--- src/rtl/step_clock_ctrl.sv ---
// step_clock_ctrl: board front end for the cpu step input.
// It debounces the KEY pushbutton and gives one step pulse per accepted press.
// In run mode it produces free-running step pulses at a divided rate instead.
// It also keeps a count of every step pulse it issues.
// There is a single clock domain. Both raw inputs are synchronised before they are used.
module step_clock_ctrl #(
    parameter int DEBOUNCE_CYCLES = 500000,  // stable cycles to accept a level change, >= 2
    parameter int RUN_DIV         = 5000000, // cycles between run-mode pulses, >= 2
    parameter int CNT_W           = 16       // width of step_count
) (
    input  logic             CLOCK_50,
    input  logic             reset_n,
    input  logic             key_n,
    input  logic             run_switch,
    output logic             step_pulse,
    output logic [CNT_W-1:0] step_count,
    output logic             key_level,
    output logic             run_active
);

    localparam int DB_W  = (DEBOUNCE_CYCLES > 2) ? $clog2(DEBOUNCE_CYCLES) : 1;
    localparam int DIV_W = (RUN_DIV > 2) ? $clog2(RUN_DIV) : 1;

    localparam logic [DB_W-1:0]  DB_LAST  = DB_W'(DEBOUNCE_CYCLES - 1);
    localparam logic [DIV_W-1:0] DIV_LAST = DIV_W'(RUN_DIV - 1);

    // Debounce states.
    // The high level is accepted only after DEBOUNCE_CYCLES stable cycles in PRESS_WAIT.
    // The low level is accepted only after DEBOUNCE_CYCLES stable cycles in RELEASE_WAIT.
    typedef enum logic [1:0] {
        ST_IDLE         = 2'd0,
        ST_PRESS_WAIT   = 2'd1,
        ST_PRESSED      = 2'd2,
        ST_RELEASE_WAIT = 2'd3
    } db_state_t;

    // The key is synchronised in pressed polarity.
    // The reset value of the flops therefore means "not pressed".
    // This avoids a phantom press when reset is released.
    logic key_meta_q, key_sync_q;
    logic run_meta_q, run_sync_q;
    logic pressed_s;

    db_state_t        state_q, state_d;
    logic [DB_W-1:0]  db_cnt_q, db_cnt_d;
    logic [DIV_W-1:0] div_cnt_q, div_cnt_d;
    logic             press_fire;
    logic             run_fire;
    logic             pulse_q, pulse_d;
    logic [CNT_W-1:0] count_q, count_d;

    // Two-flop synchronisers for the asynchronous board inputs
    always_ff @(posedge CLOCK_50 or negedge reset_n) begin
        if (!reset_n) begin
            key_meta_q <= 1'b0;
            key_sync_q <= 1'b0;
            run_meta_q <= 1'b0;
            run_sync_q <= 1'b0;
        end else begin
            key_meta_q <= ~key_n;
            key_sync_q <= key_meta_q;
            run_meta_q <= run_switch;
            run_sync_q <= run_meta_q;
        end
    end

    assign pressed_s  = key_sync_q;
    assign run_active = run_sync_q;

    // Debounce FSM state and its shared stability counter
    always_ff @(posedge CLOCK_50 or negedge reset_n) begin
        if (!reset_n) begin
            state_q  <= ST_IDLE;
            db_cnt_q <= '0;
        end else begin
            state_q  <= state_d;
            db_cnt_q <= db_cnt_d;
        end
    end

    // Next-state logic.
    // The counter restarts on every state change.
    // press_fire marks the accepted press, which is the transition from PRESS_WAIT to PRESSED.
    always_comb begin
        state_d    = state_q;
        db_cnt_d   = '0;
        press_fire = 1'b0;
        case (state_q)
            ST_IDLE: begin
                if (pressed_s) state_d = ST_PRESS_WAIT;
            end
            ST_PRESS_WAIT: begin
                if (!pressed_s) begin
                    state_d = ST_IDLE;
                end else if (db_cnt_q == DB_LAST) begin
                    state_d    = ST_PRESSED;
                    press_fire = 1'b1;
                end else begin
                    db_cnt_d = db_cnt_q + 1'b1;
                end
            end
            ST_PRESSED: begin
                if (!pressed_s) state_d = ST_RELEASE_WAIT;
            end
            ST_RELEASE_WAIT: begin
                if (pressed_s) begin
                    state_d = ST_PRESSED;
                end else if (db_cnt_q == DB_LAST) begin
                    state_d = ST_IDLE;
                end else begin
                    db_cnt_d = db_cnt_q + 1'b1;
                end
            end
            default: state_d = ST_IDLE;
        endcase
    end

    assign key_level = (state_q == ST_PRESSED) || (state_q == ST_RELEASE_WAIT);

    // Run-rate divider.
    // It is held at zero outside run mode, so dropping the switch mid-count abandons the period.
    always_comb begin
        div_cnt_d = '0;
        run_fire  = 1'b0;
        if (run_active) begin
            if (div_cnt_q == DIV_LAST) begin
                run_fire = 1'b1;
            end else begin
                div_cnt_d = div_cnt_q + 1'b1;
            end
        end
    end

    // Pulse selection.
    // Manual presses count only outside run mode, and the divider fires only inside it.
    // The two sources are therefore mutually exclusive.
    always_comb begin
        pulse_d = (press_fire && !run_active) || run_fire;
        count_d = count_q + CNT_W'(pulse_q);
    end

    // Divider, registered step pulse and wrapping step counter
    always_ff @(posedge CLOCK_50 or negedge reset_n) begin
        if (!reset_n) begin
            div_cnt_q <= '0;
            pulse_q   <= 1'b0;
            count_q   <= '0;
        end else begin
            div_cnt_q <= div_cnt_d;
            pulse_q   <= pulse_d;
            count_q   <= count_d;
        end
    end

    assign step_pulse = pulse_q;
    assign step_count = count_q;

endmodule
--- config.mk ---
export PLATFORM = sky130hd
export DESIGN_NAME = step_clock_ctrl
export DESIGN_NICKNAME = d
export VERILOG_FILES = /design/src/rtl/step_clock_ctrl.sv
export SDC_FILE = /design/constraint.sdc
export NUM_CORES = 1
export LEC_CHECK = 0
export CORE_MARGIN = 2
export CORE_UTILIZATION = 45
export DETAILED_ROUTE_END_ITERATION = 10
export PLACE_DENSITY_LB_ADDON = 0.12
export SYNTH_ARGS = -nofsm -noshare
export SYNTH_HDL_FRONTEND = slang
export SYNTH_SLANG_ARGS = --single-unit
export TNS_END_PERCENT = 1
--- constraint.sdc ---
create_clock -name CLOCK_50 -period 2.3 [get_ports CLOCK_50]
set_input_delay 0.46 -clock CLOCK_50 [delete_from_list [all_inputs] [get_ports CLOCK_50]]
set_output_delay 0.46 -clock CLOCK_50 [all_outputs]
set_load 0.02 [all_outputs]
* After elaboration in Yosys (flattened, before gate mapping)
Cells that the tools add are included.
Storage, ports and cells: register bits 65, input bits 4, output and inout bits 19
Cells by class: add/subtract/negate cells 3, equality and inequality tests 9, multiplexer cells 18, bitwise logic cells 1, reductions and logical operators 6
Operators by type and width (count):
- 2-to-1 mux 19 bit | 3
- 2-to-1 mux 23 bit | 2
- case mux 19 bit (2 select lines) | 1
- adder 23 x 1 -> 23 bit (second input constant) | 1
- equality test 23 bit (second input constant) | 1
- adder 19 x 1 -> 19 bit (second input constant) | 1
- equality test 19 bit (second input constant) | 1
- adder 16 x 1 -> 16 bit | 1
- 2-to-1 mux 2 bit | 6
- case mux 2 bit (4 select lines) | 1
- != test 3 bit (second input constant) | 2
- 2-to-1 mux 1 bit | 5
- equality test 2 bit (second input constant) | 2
- != test 2 bit (second input constant) | 2
- AND reduction 4 bit | 1
- equality test 2 x 1 -> 1 bit (second input constant) | 1
- zero test 2 bit | 1
- logical OR 1 bit | 2
- logical AND 1 bit | 1
- zero test 1 bit | 1
- NOT 1 bit | 1

* Longest topological paths before layout
Gate-level depths: netlist (run 1).
depth after elaboration 6, depth in mapped cells 7

* Worst setup path after synthesis (run 1)
Ideal clock, no wire load.
path type reg-to-reg, start point reg div_cnt_q[0], end point reg div_cnt_q[20], library setup time 0.073 ns, data arrival time 1.928 ns, slack 0.299 ns, cell stages (with the launch flop) 7, buffers on the path 1, clock period less this slack 2.001 ns, cell sequence dfrtp_1 -> ha_1 -> nand4_4 -> or4_1 -> buf_2 -> or4_4 -> a21oi_2
Between the ends: longest elaborated chain between the ends 3, elaborated cells on any way between the ends 4, classes of those cells add/sub: 1; eq/ne: 1; mux: 2
RTL lines:
- from (decl) | line 46 | logic [DIV_W-1:0] div_cnt_q, div_cnt_d;
- from (signal assigned) | line 149 | div_cnt_q <= div_cnt_d;
- adder 23 x 1 -> 23 bit or equality test 23 bit (tied branches) | line 129, 126
- 2-to-1 mux 23 bit (*) | line 126 | if (div_cnt_q == DIV_LAST) begin
- 2-to-1 mux 23 bit (*) | line 125 | if (run_active) begin
- net div_cnt_d[20] | line 46
The timed path passes the listed nets; every way through them passes the cells marked *. A chain may end at the register's enable or synchronous reset.

* Worst setup path in the final report (run 1)
Ends and elaborated chain as after synthesis.

==> results of run 1 <==
==> power by group <==
group / internal [mW] / switching (mW)
Combinational: 0.0204 / 0.0434
Sequential: 1.15 / 0.00926
Clock: 0.551 / 0.403
Total: 1.72 / 0.455
==> cells in the final DEF, fill, tap and decap left out, drive strengths merged, types with 7 or more instances in the layout <==
| cell type | instances |
|---|---|
| buf | 7 |
| nand3 | 20 |
| clkbuf | 12 |
| a21oi | 10 |
| nor4 | 10 |
| nand2 | 17 |
| xor2 | 12 |
| clkdlybuf4s50 | 21 |
| nor2 | 39 |
| nand4 | 19 |
| xnor2 | 31 |
| dfrtp | 65 |
| inv | 10 |
==> critical path, stage by stage, from the launching register on <==
cell and delay, ns:
dfrtp_1 0.39, ha_1 0.26, nand4_4 0.16, or4_1 0.66
or4_4 0.46, a21oi_2 0.14
==> through the flow <==
stage          power (mW)  setup slack, ns  hold WS [ns]
5_1_grt              2.28           0.0344        0.0910
3_5_place_dp         1.25            0.169         0.336
6_report             2.18            0.166        0.0724
4_1_cts              2.22            0.163        0.0770
2_1_floorplan        1.21            0.299         0.164
3_3_place_gp         1.25            0.244         0.332
==> state kept, by name (all words and copies together) (netlist names), named ones only <==
name	count
step_count	16
run_meta_q	1
state_q	1
key_sync_q	1
run_active	1
db_cnt_q	19
div_cnt_q	23
key_meta_q	1
step_pulse	1
==> worst max path at each step <==
stage	startpoint	slack, ns	cells past startpoint	end
CTS	div_cnt_q[0]	0.16	5	div_cnt_q[20]
detailed placement	div_cnt_q[0]	0.17	5	div_cnt_q[20]
global placement	div_cnt_q[0]	0.24	5	div_cnt_q[20]
finish	div_cnt_q[0]	0.17	5	div_cnt_q[20]
floorplan	div_cnt_q[0]	0.30	6	div_cnt_q[20]
global route	div_cnt_q[0]	0.03	5	div_cnt_q[20]
==> Yosys cell counts, drive strengths merged <==
cell	number	area, um^2
and4	4	35.0
o41ai	1	8.76
nor4bb	1	10.0
nand2	17	63.8
or4	6	48.8
ha	4	50.1
o31ai	4	30.0
o21ai	5	25.0
and3	3	20.0
buf	5	25.0
xnor2	31	272
a21oi	10	53.8
or4b	3	30.0
or3	6	37.5
nor4	10	62.6
clkbuf	3	11.3
nand3	20	105
a21bo	1	10.0
nand2b	1	6.26
nor2	39	146
dfrtp	65	1630
mux2	1	11.3
or3b	1	8.76
and2	4	25.0
nor3	6	30.0
nand3b	1	7.51
xor2	12	105
inv	10	37.5
a31o	1	8.76
a21o	1	7.51
nand4	19	134
==> cell type report <==
cell class,count,area share [%]
inverters,10,1.05
repair buffers,28,7.61
clock inverters,3,1.12
well taps,80,2.79
flip-flops and latches,65,45.4
multi-input cells,212,37.7
clock buffers,12,4.33
==> routing by layer <==
metal,vias up,part of all wire (%),track usage (%)
met4,0,2.2,9.94
met1,1104,50,23.4
met2,51,43,25.1
li1,1105,-,-
met3,12,4.2,3.81
met5,-,0,0
==> cell families (layout without fill, tap and decap cells) <==
group                    after synthesis  after routing  synth area share (%)
AND/OR/NAND/NOR                      141            141                  25.2
flip-flops                            65             65                  53.3
XOR/XNOR                              43             43                  12.3
AO/OA/AOI/OAI                         23             23                  4.71
buffers and inverters                 18             53                  2.42
adder cells (fa/ha/maj)                4              4                  1.64
multiplexers                           1              1                 0.369
==> metrics, run 1 <==
run status finished clean; max cap viols 0; via density per instance between 5 and 6; Synth-to-Final Area Change 17.4%; Die Span Y approximately 86 um; slew margin rel. 60.4%; PortBufs 22; CP Data Arrival Time 2.40 ns; crit path max fanout 8; nets about 330; placed cell count approximately 400; Max VDD drop about 0.00028 V; Filler cells just over 600; H-tree Lvls 3; sequential area share after synthesis a little over half; worst-case reg-to-reg path depth 5; DRT antenna net count 0; first-pass GRT wire length 10,000 um; GPL Wtd Cong ~0.76; Final Cell Area 3580 um^2; YS warnings 0; flop2flop setup slack 0.17 ns; Final HPWL DP 3880 um; largest net degree at the start of global routing 48; Final Hold Fails 0; clk buf depth 2; Critical Path Source Type flip-flop; Syn Area/Cell 10.3 um^2; CTS tree yes; # IOs 23; worst slew pin tran 0.586 ns; Critical R2R Launch div_cnt_q[0]; clk_skew between 0.01 and 0.015 ns; Die X 86.4 um; clk root buf clkbuf_8; Yosys cell types 37; Placed Instance Area between 3000 and 4000 um^2; Setup Total Neg Slack 0 ns; WL per Instance 13.6 um; CP Capture Type flip-flop; CTS resizes 0; Core ar. 6680 um^2; vias in the first global route 2,242; Pwr per Cell Area 608 nW/um^2; TritonCTS Sinks 65; Crit Path Category reg2reg; WP data required roughly 2.6 ns; worst skew pair latency ~0.33 ns; DRC Markers 0; Lkg Pwr 1.45 nW; DRT Pass-1 Iters 4; final WL 5590 um; # Post-CTS Setup Buffers 0; layout cell share with drive strength beyond 1 9.70%; register clock-pin slew on the reported worst setup and hold paths around 0.07 ns; Layout Cells excl Fill 410; Tcrit/Tclk final 92.8%; post-layout min period 2.13 ns; cell area after synthesis 3050 um^2; Mapped Cells 295; RSZ-0062 raised after global routing no; initial antenna violation count 0; Remaining Overflow, GRT 0; worst hold path type in2async; die area 7460 um^2; hold_buf cts 0; utilization after layout between 50% and 60%; f_max approximately 470 MHz; Multi-input gate area about 1400 um^2; via count between 2,000 and 2,500; Finish-stage setup viols 0; CTS Buf Count 9; FF+latch count, synth 65; ANT cells 0; Slew Viols, Final 0; Reg area 1630 um^2; FP Rows 30; Initial Utilization 45.7%; GRT Total Usage between 10% and 20%; Starting DRT DRC Count 70; Net Count, Synth around 300; Worst R2R End div_cnt_q[20]
Power figures use the tool's default switching activity.
==> inputs of run 2 (changes only) <==
--- a/config.mk
+++ b/config.mk
@@ -5,10 +5,12 @@
 export SDC_FILE = /design/constraint.sdc
 export NUM_CORES = 1
 export LEC_CHECK = 0
+export ABC_CLOCK_PERIOD_IN_PS = 2300
 export CORE_MARGIN = 2
 export CORE_UTILIZATION = 45
 export DETAILED_ROUTE_END_ITERATION = 10
 export PLACE_DENSITY_LB_ADDON = 0.12
+export SETUP_SLACK_MARGIN = 0.2
 export SYNTH_ARGS = -nofsm -noshare
 export SYNTH_HDL_FRONTEND = slang
 export SYNTH_SLANG_ARGS = --single-unit
==> metrics, run 2 (same netlist as run 1, synthesis figures left out) <==
most frequent CP cell or4_4; combinational share of power 3.0% (about the same); internal power 1.72 mW (about the same); max cap viols 0 (unchanged); Final HPWL DP 3880 um (unchanged); worst slew pin tran 0.586 ns (unchanged); Die X 86.4 um (unchanged); Multi-input gate area 1370 um^2 (+0.92%); commonest cells after routing, fill and taps aside 65 x dfrtp_1, 39 x nor2_1, 31 x xnor2_1; initial antenna violation count 0 (unchanged); crit-path leading delay family simple AND/OR/NAND/NOR gates; Starting DRT DRC Count 70 (unchanged); hold_buf cts 0 (unchanged); Lkg Pwr 1.45 nW (about the same); Max stage delay on crit path 0.56 ns (-0.10 ns); gr busiest metal met2; CP Data Arrival Time 2.26 ns (-0.14 ns); Final Cell Area 3600 um^2 (+0.35%); largest net degree at the start of global routing 48 (unchanged); PortBufs 22 (unchanged); Max VDD drop 0.000284 V (about the same); Pwr per Cell Area 606 nW/um^2 (-0.33%); worst skew pair latency 0.33 ns (about the same); Worst Path Buf+Inv 0 (unchanged); met2 Track Usage GR 25.1% (unchanged); Filler cells 615 (-0.16%); DRT Pass-1 Iters 4 (unchanged); max FFs per register 23 (unchanged); Remaining Overflow, GRT 0 (unchanged); run status finished clean; worst path cell trace ha_2 -> nand4_4 -> or4_4 -> or4_4 -> a21oi_2; Power, Total 2.18 mW (about the same); # IOs 23 (unchanged); via count 2,272 (unchanged); Switch Pwr 456 uW (about the same); commonest non-fill, non-tap cell in the layout dfrtp_1; WP data required 2.56 ns (about the same); clk root buf clkbuf_8; CP Capture Type flip-flop; layout cell share with drive strength beyond 1 10.6% (+0.91 points); Finish-stage setup viols 0 (unchanged); die area 7460 um^2 (unchanged); GR Util met3 3.81% (unchanged); first-pass GRT wire length 10,000 um (unchanged); Initial Utilization 45.7% (unchanged); Net Sw Frac 20.9% (about the same); DRC Markers 0 (unchanged); H-tree Lvls 3 (unchanged); register clock-pin slew on the reported worst setup and hold paths 0.07 ns (about the same); nets 334 (unchanged); Final Hold Fails 0 (unchanged); post-layout min period 1.99 ns (-0.144 ns); CTS Buf Count 9 (unchanged); clk_skew 0.0106 ns (+0.000112 ns); Placed Instance Area 3390 um^2 (unchanged); worst hold path type in2async; via density per instance 5.54 (unchanged); Reg with most FFs div_cnt_q; # Post-CTS Setup Buffers 0 (unchanged); GRT Total Usage 17.1% (unchanged); f_max 502 MHz (+7.2%); FP Rows 30 (unchanged); Reg area 1630 um^2 (unchanged); Slew Viols, Final 0 (unchanged); Core ar. 6680 um^2 (unchanged); Clock power frac 43.7% (about the same); clk buf depth 2 (unchanged); DRT antenna net count 0 (unchanged); crit path max fanout 8 (unchanged); CP max-delay cell or4_4; Reg power frac 53.3% (about the same); ANT cells 0 (unchanged); final WL 5590 um (about the same); Crit Path Category reg2reg; TritonCTS Sinks 65 (unchanged); slew margin rel. 60.4% (unchanged); CTS tree yes; Die Span Y 86.4 um (unchanged); Setup Total Neg Slack 0 ns (unchanged); met1 Use GR 23.4% (unchanged); Tcrit/Tclk final 86.5% (-6.3 points); vias in the first global route 2,242 (unchanged); GPL Wtd Cong 0.757 (unchanged); Critical Path Source Type flip-flop; RSZ-0062 raised after global routing yes; WL per Instance 13.6 um (about the same); Synth-to-Final Area Change 17.8%
run 2: path summary, 6_finish.rpt:
kind | from | end | slack [ns] | depth (start not counted)
setup / recovery | div_cnt_q[0] | div_cnt_q[20] | 0.31 | 5
hold / removal | reset_n | div_cnt_q[18] | 0.07 | 1
setup reg to reg | div_cnt_q[0] | div_cnt_q[20] | 0.31 | 5
hold reg to reg | run_meta_q | run_active | 0.35 | 0
max in group asynchronous | reset_n | db_cnt_q[1] | 1.63 | 2
min in group CLOCK_50 | run_meta_q | run_active | 0.35 | 0
run 2: routing by layer:
metal | share of wire [%] | wire length, um
met5 | 0 | 0
met1 | 50 | 2780
met3 | 4.1 | 227
met4 | 2.2 | 122
met2 | 44 | 2470
run 2: worst register-to-register path, delay by kind of cell, from the launching register on:
| family | cells | cell delay, ns |
|---|---|---|
| fa+ha+maj | 1 | 0.24 |
| compound gates | 1 | 0.14 |
| simple gates | 3 | 1.16 |
| flops | 1 | 0.39 |
run 2: power groups by stage:
stage / logic, mW / registers (mW) / clock network (mW)
6_report: 0.0644 / 1.16 / 0.953
2_1_floorplan: 0.0247 / 1.18 / 0
3_3_place_gp: 0.0664 / 1.18 / 0
5_1_grt: 0.0760 / 1.16 / 1.04
4_1_cts: 0.0675 / 1.16 / 0.988
3_5_place_dp: 0.0675 / 1.18 / 0
run 2: timing repair:
action	CTS	global route
pin swaps	0	1
resized for setup	1	2
endpoints found under the setup margin	2	22
run 2: layout make-up:
type	count	area share, %
Sequential cell	65	45.2
Clock inverter	3	1.11
Multi-Input combinational cell	212	37.9
Tap cell	80	2.78
Inverter	10	1.04
Clock buffer	12	4.31
Timing Repair Buffer	28	7.58
run 2: per-stage QoR:
step	worst slack [ns]	std cells	utilization, %	hold WS (ns)
2_1_floorplan	0.299	295	-	0.164
3_3_place_gp	0.244	395	50.7	0.332
3_5_place_dp	0.169	395	50.7	0.336
4_1_cts	0.251	410	53.7	0.0770
5_1_grt	0.178	410	53.8	0.0910
6_report	0.310	410	53.8	0.0731
==> inputs of run 3 (changes only) <==
--- a/config.mk
+++ b/config.mk
@@ -11,6 +11,7 @@
 export DETAILED_ROUTE_END_ITERATION = 10
 export PLACE_DENSITY_LB_ADDON = 0.12
 export SETUP_SLACK_MARGIN = 0.2
+export SLEW_MARGIN = 5
 export SYNTH_ARGS = -nofsm -noshare
 export SYNTH_HDL_FRONTEND = slang
 export SYNTH_SLANG_ARGS = --single-unit
==> results of run 3 <==
The final DEF is identical to that of run 2; final timing and power are the same.
